**config.mk**
```make
export PLATFORM = sky130hd
export DESIGN_NAME = serial_addsub_unit
export DESIGN_NICKNAME = d
export VERILOG_FILES = /design/src/rtl/serial_addsub_unit.sv
export SDC_FILE = /design/constraint.sdc
export NUM_CORES = 1
export LEC_CHECK = 0
export BUFFER_PORTS_ARGS = -buffer_cell sky130_fd_sc_hd__buf_2
export CAP_MARGIN = 5
export CORE_MARGIN = 3
export CORE_UTILIZATION = 58
export DETAILED_ROUTE_END_ITERATION = 6
export GPL_TIMING_DRIVEN = 1
export PLACE_DENSITY = 0.94
export REMOVE_ABC_BUFFERS = 1
export SLEW_MARGIN = 20
export SYNTH_ARGS = -nofsm -noshare
export SYNTH_HDL_FRONTEND = slang
export SYNTH_SLANG_ARGS = --single-unit
```
**constraint.sdc**
```tcl
create_clock -name clk -period 4.78 [get_ports clk]
set_input_delay 0.478 -clock clk [delete_from_list [all_inputs] [get_ports clk]]
set_output_delay 0.478 -clock clk [all_outputs]
set_load 0.05 [all_outputs]
```
**src/rtl/serial_addsub_unit.sv**
```systemverilog
`default_nettype none
// ============================================================================
// Module   : serial_addsub_unit
// Purpose  : Digit-serial adder/subtractor. Processes DIGIT bits per clock,
//            LSB first, behind a start/busy/done handshake. Result, carry-out
//            and signed-overflow flags are registered and only change when
//            an operation completes.
// Revision : 1.0 - initial release
// ============================================================================
module serial_addsub_unit #(
    parameter int WIDTH = 8,
    parameter int DIGIT = 2
) (
    input  logic             clk,
    input  logic             rst,
    input  logic             start,
    input  logic [WIDTH-1:0] A,
    input  logic [WIDTH-1:0] B,
    input  logic             d,
    output logic [WIDTH-1:0] S,
    output logic             Cout,
    output logic             ovf,
    output logic             busy,
    output logic             done
);

    // Number of digit cycles and a counter wide enough to index them
    localparam int c_N     = WIDTH / DIGIT;
    localparam int c_CNT_W = (c_N > 1) ? $clog2(c_N) : 1;
    localparam logic [c_CNT_W-1:0] c_LAST = c_CNT_W'(c_N - 1);

    // Controller states
    localparam logic [1:0] c_IDLE = 2'd0;
    localparam logic [1:0] c_RUN  = 2'd1;
    localparam logic [1:0] c_DONE = 2'd2;

    logic [1:0]         r_state;
    logic [WIDTH-1:0]   r_a;        // operand A, shifted right one digit per clock
    logic [WIDTH-1:0]   r_b;        // operand B (pre-inverted for subtract)
    logic               r_carry;    // carry between digits
    logic [c_CNT_W-1:0] r_cnt;      // digit index
    logic [WIDTH-1:0]   r_acc;      // partial sum, filled from the MSB side
    logic [WIDTH-1:0]   r_s;
    logic               r_cout;
    logic               r_ovf;
    logic               r_busy;
    logic               r_done;

    logic [DIGIT:0]     w_dsum;
    logic [WIDTH-1:0]   w_acc_next;
    logic               w_cin_msb;
    logic               w_accept;
    logic               w_last;

    // Digit adder, partial-sum shift and completion decode
    always_comb begin
        w_dsum     = {1'b0, r_a[DIGIT-1:0]} + {1'b0, r_b[DIGIT-1:0]}
                   + {{DIGIT{1'b0}}, r_carry};
        w_acc_next = WIDTH'({w_dsum[DIGIT-1:0], r_acc} >> DIGIT);
        // Carry into the top bit of this digit, recovered from the sum bit;
        // on the final digit this is the carry into the operand MSB.
        w_cin_msb  = r_a[DIGIT-1] ^ r_b[DIGIT-1] ^ w_dsum[DIGIT-1];
        w_accept   = start && (r_state != c_RUN);
        w_last     = (r_cnt == c_LAST);
    end

    // Sequencer and datapath registers; outputs update only at completion
    always_ff @(posedge clk or posedge rst) begin
        if (rst) begin
            r_state <= c_IDLE;
            r_a     <= '0;
            r_b     <= '0;
            r_carry <= 1'b0;
            r_cnt   <= '0;
            r_acc   <= '0;
            r_s     <= '0;
            r_cout  <= 1'b0;
            r_ovf   <= 1'b0;
            r_busy  <= 1'b0;
            r_done  <= 1'b0;
        end else begin
            r_done <= 1'b0;
            case (r_state)
                c_IDLE, c_DONE: begin
                    if (w_accept) begin
                        r_a     <= A;
                        r_b     <= B ^ {WIDTH{d}};
                        r_carry <= d;
                        r_cnt   <= '0;
                        r_acc   <= '0;
                        r_busy  <= 1'b1;
                        r_state <= c_RUN;
                    end else begin
                        r_state <= c_IDLE;
                    end
                end
                c_RUN: begin
                    r_a     <= r_a >> DIGIT;
                    r_b     <= r_b >> DIGIT;
                    r_carry <= w_dsum[DIGIT];
                    r_acc   <= w_acc_next;
                    r_cnt   <= r_cnt + 1'b1;
                    if (w_last) begin
                        r_s     <= w_acc_next;
                        r_cout  <= w_dsum[DIGIT];
                        r_ovf   <= w_cin_msb ^ w_dsum[DIGIT];
                        r_busy  <= 1'b0;
                        r_done  <= 1'b1;
                        r_state <= c_DONE;
                    end
                end
                default: begin
                    r_state <= c_IDLE;
                end
            endcase
        end
    end

    assign S    = r_s;
    assign Cout = r_cout;
    assign ovf  = r_ovf;
    assign busy = r_busy;
    assign done = r_done;

endmodule
`default_nettype wire

```
=== Word level (Yosys, flattened, before mapping) ===
Index checks and enable logic that the tools add are counted.
W data, S select, Z words.

* $add $sub $neg: 3
* Equality and inequality tests: 6
* Bitwise gates (word level): 4
* Reduce and logical (&&, ||, !) cells: 7
* Multiplexer cells: 18

{| class="wikitable"
|+ Operator list
! kind !! count
|-
| $pmux W8 S2 || 3
|-
| $mux W8 || 3
|-
| $pmux W2 S2 || 2
|-
| $xor A8 B8 Y8 || 1
|-
| $mux W1 || 6
|-
| $eq A2 B2 Y1 const B || 2
|-
| $mux W2 || 2
|-
| $ne A2 B2 Y1 const B || 2
|-
| $pmux W1 S2 || 2
|-
| $reduce_and A2 Y1 || 2
|-
| $add A2 B2 Y3 || 1
|-
| $add A3 B1 Y3 || 1
|-
| $reduce_and A3 Y1 || 1
|-
| $xor A1 B1 Y1 || 3
|-
| $add A2 B1 Y2 const B || 1
|-
| $eq A2 B1 Y1 const B || 1
|-
| $logic_not A2 Y1 || 1
|-
| $ne A2 B1 Y1 const B || 1
|-
| $reduce_bool A2 Y1 || 1
|-
| $reduce_or A2 Y1 || 1
|-
| $logic_and A1 B1 Y1 || 1
|}

* Output and inout port bits: 12
* Register bits after elaboration: 41
* Logic and storage cells: 49
* Bits of input ports: 20

=== Logic depth before layout (Yosys ltp) ===
Gate-level depths: netlist of run 1.

* Depth in word-level cells: 4
* Mapped depth: 6
* Gate-level depth less buffers: 6

=== Worst setup path before layout of run 1 ===
No wires, ideal clock.

* Kind: reg-to-reg
* Start point: register r_a[0]
* End point: register r_ovf (netlist: ovf)
* Arrival: 1,670 ps
* Slack: 2,982 ps
* Required time: 4,652 ps
* Buffers on the path: 0
* Stages on the path, launching flop included: 7
* Setup time: 128 ps
* Clock period less this slack: 1,798 ps
* Cells stage by stage: dfrtp_1 > inv_1 > fa_1 > fa_1 > xor2_1 > xnor2_1 > o21ai_0

* Word-level cells in the longest chain between the ends: 4

{| class="wikitable"
|+ RTL lines
! what !! line !! text
|-
| from (decl) || 38 || <nowiki>logic [WIDTH-1:0] r_a;</nowiki>
|-
| from (signal assigned) || 98 || <nowiki>r_a <= r_a >> DIGIT;</nowiki>
|-
| $add A2 B2 Y3 * || 57 || <nowiki>w_dsum = {1'b0, r_a[DIGIT-1:0]} + {1'b0, r_b[DIGIT-1:0]}</nowiki>
|-
| $add A3 B1 Y3 * || 58 || <nowiki>+ {{DIGIT{1'b0}}, r_carry};</nowiki>
|-
| $xor A1 B1 Y1 || 62 || <nowiki>w_cin_msb = r_a[DIGIT-1] ^ r_b[DIGIT-1] ^ w_dsum[DIGIT-1];</nowiki>
|-
| $xor A1 B1 Y1 * || 106 || <nowiki>r_ovf <= w_cin_msb ^ w_dsum[DIGIT];</nowiki>
|-
| to (signal assigned) || 106 ||
|-
| to (decl) || 45 || <nowiki>logic r_ovf;</nowiki>
|}

Every way passes the cells marked *; elsewhere a longest branch is shown, timed or not.
A chain may end at the register's enable or synchronous reset.

=== Final worst setup path of run 1 ===
Same ends and word-level chain as after synthesis.

==> run summary, run 1 <==
The run finished with clean final reports. The die width is 59.8 um. By startpoint and endpoint, the worst setup path is classified as flip-flop to flip-flop. Synthesis produced 136 cells.

The number of vias per cell came out at 5.89. The final design utilization is 0.713. After detailed routing, the number of remaining DRC violations is 0. The number of flops mapped to enable cells by yosys came out at 0.

The H-tree was split into 2 levels. The max-capacitance violation count is 0. With fillers left out, the area of the finished cells amounts to 1860 um2. The fmax is 502 MHz.

The proportion of register bits with asynchronous set or reset after synthesis is 1.00. The count of distinct cell types in the synthesized netlist came out at 25. The wire length of the first global-routing pass came out at 5.24 mm. IR analysis of the VDD net gives a maximum drop of 0.512 mV.

On the critical path, the stage with the largest delay is an instance of fa_1. Setup violations remaining at the end of the flow were counted as 0. Between clock sinks in the finished design, the worst skew comes to 7.10 ps.

The total of warnings raised by yosys is 0. The total core area came out at 2610 um2. Of the synthesized area, sequential elements account for 0.582. The number of nets with antenna violations after detailed routing came out at 0. The clock period minus final worst setup slack is 1990 ps. Input and output buffers added on the ports amount to 31.

The arrival time at the worst endpoint came out at 2180 ps. For this run, the total global-route usage over all layers was measured as 0.198. The clock buffer count from CTS came out at 5. The endpoint of the lowest-slack register-to-register path is ovf. The number of hold buffers added after CTS was 0. In the post-synthesis netlist, the biggest area contributors are dfrtp_1 (58%), a221o_1 (5.4%), a22o_1 (4.7%).

The register bit count reported by yosys came out at 39. The sink count of the clock tree came out at 39. The count of cells along the worst register-to-register path is 6. The via count of the first global-routing pass came out at 1157.

The cell with the most instances on the worst path is fa_1. The initial antenna violation count is 0. The number of fill cells in the layout is 200. The worst path required time came out at 4970 ps. In the post-synthesis netlist, the cell with the most instances is dfrtp_1. The setup TNS after final layout came out at 0 ps. The count of endpoints failing hold in the final timing report came out at 0. The startpoint type of the worst setup path is a flip-flop. The cell type with the highest aggregate area in the netlist is dfrtp_1. In the finished design, the share of the clock period the worst path needs comes to 0.416.

The number of I/O pins is 32. The die area is 3570 um2. The signal on the critical path passes through inv_1, fa_1, fa_1, xor2_1, xnor2_1, o21ai_0. The initial utilization of the core area, before any placement, comes to 0.642. The type of the worst min-delay path is primary input to asynchronous set/reset pin. The count of pins over their slew limit is 0. The number of resized instances in the post-cts repair step came out at 0. The starting DRC count in detailed routing came out at 46.

The portion of synthesized cell area occupied by the leading cell type is 0.582. The clock network latency to the later pin of the worst-skew pair came out at 340 ps. The tree is rooted in a clkbuf_4. In the final routed layout, each cell accounts on average for 15.6 um. The total vias in the final route came out at 1148. In this run the worst path has a maximum fanout of 3. The post-detailed-placement half-perimeter wirelength came out at 2.09 mm. The worst setup slack for register-to-register paths came out at 2790 ps. The placed instances occupy a cell area of 1820 um2. The height of the die came out at 59.8 um. The antenna diode count is 0. Setup repair after global routing left no endpoint under its margin. The design draws 0.00138 W.

In the final design database the tool counted 190 nets. The relative slew slack is 0.569. The netlist area before placement came out at 1680 um2. Compared with the post-synthesis result, the final layout area differs by 11.0%. The iteration count of the initial detailed-routing pass came out at 4. After floorplanning, the core was divided into 18 placement rows. Summed over all cells, the static leakage comes to 0.932 nW. The power density relative to cell area came out at 742 nW/um2. The total wirelength of the detailed-routed design is 3.04 mm. Entering global routing, the biggest net connects 40 pins. The average cell area after synthesis came out at 12.3 um2. The post-CTS setup buffer count is 0. The buffer depth of the longest clock path is 2. For the pin with the worst max-slew slack, the measured transition is 643 ps. The clock slew at the register clock pins of the worst setup and hold paths is 110 ps.

The dominant register cell in the synthesized netlist is dfrtp_1. The kind of end point of the critical path is a flip-flop. The fraction of final layout cells with drive strength greater than 1 came out at 0.279. TritonCTS built the clock tree. In the synthesized netlist, the cells that appear most often are dfrtp_1 (39), a221o_1 (9), a22o_1 (9), nor2_1 (9).

The overflow left after global routing is 0. The critical path's largest stage delay is 570 ps. The startpoint of the most critical register-to-register path is r_a[0].

The final estimated routing congestion in global placement came out at 0.760.
stage by stage:
stage	setup slack, ps	hold WS, ps	instances
after floorplan	2970	462	127
after global placement	2710	456	189
after detailed placement	2610	467	189
after CTS	2750	253	195
after global routing	2690	280	195
final	2790	230	195
worst max-delay path, delay by kind of cell (launching register included):
kind / cells / cell delay, ps
fa+ha+maj: 2 / 1020
flops: 1 / 330
xor+xnor: 2 / 330
compound gates: 1 / 100
buf+inv: 1 / 80
layout by cell type (no fill, tap or decap), drive strengths merged:
| cell type | instances |
|---|---|
| buf | 32 |
| o21ai | 6 |
| nor2b | 1 |
| nor2 | 10 |
| o2bb2ai | 2 |
| a22oi | 4 |
| xor2 | 3 |
| a22o | 9 |
| inv | 8 |
| nand2b | 2 |
| ha | 2 |
| nand3 | 5 |
| and2b | 1 |
| nand2 | 8 |
| fa | 2 |
| mux2 | 6 |
| nand3b | 1 |
| clkbuf | 6 |
| nor3 | 2 |
| dfrtp | 39 |
| xnor2 | 7 |
| a221o | 9 |
layout make-up:
cell class	count	area [um2]	area share
sequential	39	976	0.524
multi-input combinational	80	616	0.330
timing repair buffer	32	163	0.0873
clock buffer	6	41.3	0.0222
tap	30	37.5	0.0201
inverter	8	30.0	0.0161
how the worst max path moves through the flow:
stage               depth (start not counted)  startpoint  slack [ps]  endpoint
global route                                6      r_b[0]        2690       ovf
detailed placement                          4       start        2610    r_b[5]
CTS                                         3  r_state[0]        2750    r_b[0]
floorplan                                   6      r_a[0]        2970       ovf
global placement                            4       start        2710    r_b[4]
finish                                      6      r_a[0]        2790       ovf
report_power, final:
group          internal, W  leakage [nW]  switching (W)
Clock            0.0000524        0.0242      0.0000976
Sequential        0.000475         0.493      0.0000853
Combinational     0.000249         0.415       0.000423
Total             0.000777         0.932       0.000606
flip-flops by register name, summed over array words and instances (netlist names), 2 cells and up:
register  cells
S             8
r_acc         6
r_a           8
r_b           8
r_state       2
r_cnt         2
cell families after synthesis:
kind of cell	Yosys count	synth area share
AOI/OAI and AO/OA	30	0.147
xor gates and xnor gates	10	0.0522
adders and majority gates	4	0.0388
buffers and inverters	17	0.0529
DFF	39	0.582
muxes	6	0.0403
and+or+nand+nor	30	0.0872
routing by layer:
metal	up-vias	global-route usage	wire, um
met2	50	0.333	1510
met1	560	0.249	1260
met3	5	0.0475	236
met5	-	0	0
li1	533	-	-
met4	0	0.0665	42
Note: power is estimated with default switching activity, not from simulation.
==> inputs of run 2 (changes only) <==
Settings changed: CORE_UTILIZATION 58 to 54, PLACE_DENSITY 0.94 to 0.89.
Clock period 4.78 ns to 2.1 ns, I/O delays scaled along.
==> run 2 against run 1 <==
Effect of this change:
- via count shrank 0.17%
- worst hold slack lost 150 ps
- critical path type unchanged
- register-to-register slack worse by 2600 ps
- largest power group unchanged
==> run summary, run 2 (same netlist as run 1, synthesis figures left out) <==
The number of fill cells in the layout came out at 237 (was 200). The largest net degree at the start of global routing was 40 (unchanged). The clock buffer count from CTS came out at 5 (unchanged).

In this run the most critical hold path is launched from A[5]. The total core area came out at 2850 um2 (was 2610 um2). The clock slew at the register clock pins of the worst setup and hold paths is 110 ps (about the same).

The cell with the most instances on the worst path is fa_1 (unchanged). The endpoint of the lowest-slack register-to-register path is ovf (unchanged). The setup TNS after final layout is 0 ps (unchanged). The height of the die came out at 61.7 um (was 59.8 um).

The slew at the pin closest to its max-slew limit is 606 ps (was 643 ps). The CTS tree is built (unchanged). The DRC violation count after routing was 0 (unchanged). The initial antenna violation count came out at 0 (unchanged). The via count of the first global-routing pass is 1088 (was 1157). The antenna diode count came out at 0 (unchanged). The count of endpoints failing hold in the final timing report came out at 0 (unchanged).

The iteration count of the initial detailed-routing pass came out at 4 (unchanged). The area added between synthesis and finish was 13.3% (was 11.0%). The most common library cell in the layout ignoring fill and taps is dfrtp_1 (unchanged). The worst path required time is 2330 ps (was 4970 ps).

Cells along the critical path: inv_1, fa_1, fa_1, xor2_1, xnor2_1, o21ai_0 (unchanged). The total power of the final layout came to 0.00320 W (was 0.00138 W). The top fanout value on the critical path was 3 (unchanged). The die width came out at 61.7 um (was 59.8 um). The arrival time at the worst endpoint came to 2120 ps (was 2180 ps). Leading cell types in the layout, fill and taps excluded: dfrtp_1 (39), buf_2 (31), a22o_1 (9), nor2_1 (9), a221o_1 (9) (unchanged).

Counting instances, the worst hold path has a depth of 3. The footprint of the multi-input gates came out at 613 um2 (was 616 um2). The max-capacitance violation count came out at 0 (unchanged). The count of buffer and inverter cells on the critical path came out at 1 (unchanged). RSZ-0062 raised after global routing: false (unchanged). The number of nets with antenna violations after detailed routing is 0 (unchanged).

The post-detailed-placement half-perimeter wirelength is 2.12 mm (was 2.09 mm). The startpoint type of the worst setup path was a flip-flop (unchanged). The total vias in the final route is 1146 (was 1148).

The mean routed wirelength per cell came out at 15.0 um (was 15.6 um). The worst hold slack was 79.2 ps (was 230 ps). The final estimated routing congestion in global placement came out at 0.740 (was 0.760). The starting DRC count in detailed routing came to 47 (was 46). The net total in the final layout came to 193 (was 190). The count of cells along the worst register-to-register path came out at 6 (unchanged). The clock period minus final worst setup slack was 1890 ps (was 1990 ps). The top cell family by delay on the critical path was adder cells (unchanged). The fmax is 530 MHz (was 502 MHz). The startpoint of the most critical register-to-register path is r_a[0] (unchanged). The relative slew slack is 0.595 (was 0.569). The critical path's largest stage delay is 550 ps (was 570 ps). The count of pins over their slew limit is 0 (unchanged). The share of the clock period used by the worst path was 0.899 (was 0.416). The wire length of the first global-routing pass came to 4.86 mm (was 5.24 mm). The final setup skew is 3.98 ps (was 7.10 ps).

The overall routing resource usage came out at 0.179 (was 0.198). The number of vias per cell is 5.73 (was 5.89). The clock network latency to the later pin of the worst-skew pair is 340 ps (about the same).

The type of the worst min-delay path is primary input to flip-flop (was primary input to asynchronous set/reset pin). The maximum level of the CTS H-tree was 2 (unchanged). The worst slack at placement came out at 210 ps (was 2610 ps). The critical path class is flip-flop to flip-flop (unchanged).

The buffer depth of the longest clock path is 2 (unchanged). The clock root buffer master is clkbuf_4 (unchanged). The minimum setup slack in the final design is 213 ps (was 2790 ps). The kind of end point of the critical path is a flip-flop (unchanged). Outcome: completed (unchanged).

The power density relative to cell area is 1680 nW/um2 (was 742 nW/um2). The leakage power is 0.955 nW (was 0.932 nW). The row count is 19 (was 18). The sink count of the clock tree came out at 39 (unchanged). The total wirelength of the detailed-routed design came to 3.01 mm (was 3.04 mm). The critical path launch point is r_a[0] (unchanged). The die area is 3810 um2 (was 3570 um2). The flip-flop and latch area was 976 um2 (unchanged). The end point of the critical path is ovf (unchanged). The overflow left after global routing came out at 0 (unchanged). The highest-delay cell along the critical path is fa_1 (unchanged). The effective utilization at floorplan is 0.588 (was 0.642). The number of port buffers was 31 (unchanged). The number of cells on the critical path is 6 (unchanged).

The fraction of final layout cells with drive strength greater than 1 is 0.290 (was 0.279). The final setup violation count is 0 (unchanged). The worst setup slack for register-to-register paths came out at 210 ps (was 2790 ps). The maximum resistive drop on vdd came out at 0.705 mV (was 0.512 mV). The number of I/O pins came out at 32 (unchanged).
==> run 2: worst min-delay path by stage <==
stage | slack [ps] | endpoint
2_1_floorplan | 340 | r_a[2]
3_3_place_gp | 330 | Cout
3_5_place_dp | 350 | ovf
4_1_cts | 60 | r_a[2]
5_1_grt | 60 | r_a[5]
6_report | 80 | r_a[5]
==> run 2: layer usage <==
| metal | wire length (um) | track usage |
|---|---|---|
| met1 | 1340 | 0.236 |
| met2 | 1460 | 0.281 |
| met3 | 143 | 0.0393 |
| met4 | 59 | 0.0909 |
| met5 | 0 | 0 |
==> run 2: worst reg2reg max path, delay by kind of cell, from the launching register on <==
| family | cells | cell delay [ps] |
|---|---|---|
| AOI/OAI and AO/OA | 1 | 80 |
| xor gates and xnor gates | 2 | 330 |
| adders and majority gates | 2 | 980 |
| buffers and inverters | 1 | 60 |
| DFF | 1 | 330 |
==> run 2: final cells by class <==
class,instances,share of cell area
multi-input combinational,80,0.322
inverter,8,0.0158
sequential,39,0.513
timing repair buffer,35,0.0987
clock inverter,1,0.00263
clock buffer,6,0.0270
tap,31,0.0204
==> run 2: metrics by stage <==
step / util / instances / cell area (um2)
after CTS: 0.667 / 200 / 1900
after global placement: 0.643 / 192 / 1840
after floorplan: - / 127 / 1620
after detailed placement: 0.643 / 192 / 1840
final: 0.667 / 200 / 1900
after global routing: 0.667 / 200 / 1900
==> run 2: report_power, final <==
part | total [W] | switching [W] | internal (W) | leakage [nW]
registers | 0.00126 | 0.000183 | 0.00108 | 0.493
clock network | 0.000382 | 0.000226 | 0.000155 | 0.0341
logic | 0.00155 | 0.000971 | 0.000579 | 0.428
==> run 2: what timing repair did <==
action                    CTS  global route
buffers inserted            0             0
gates resized for setup     0             0
hold buffers                1             0
hold endpoints to repair   39             0
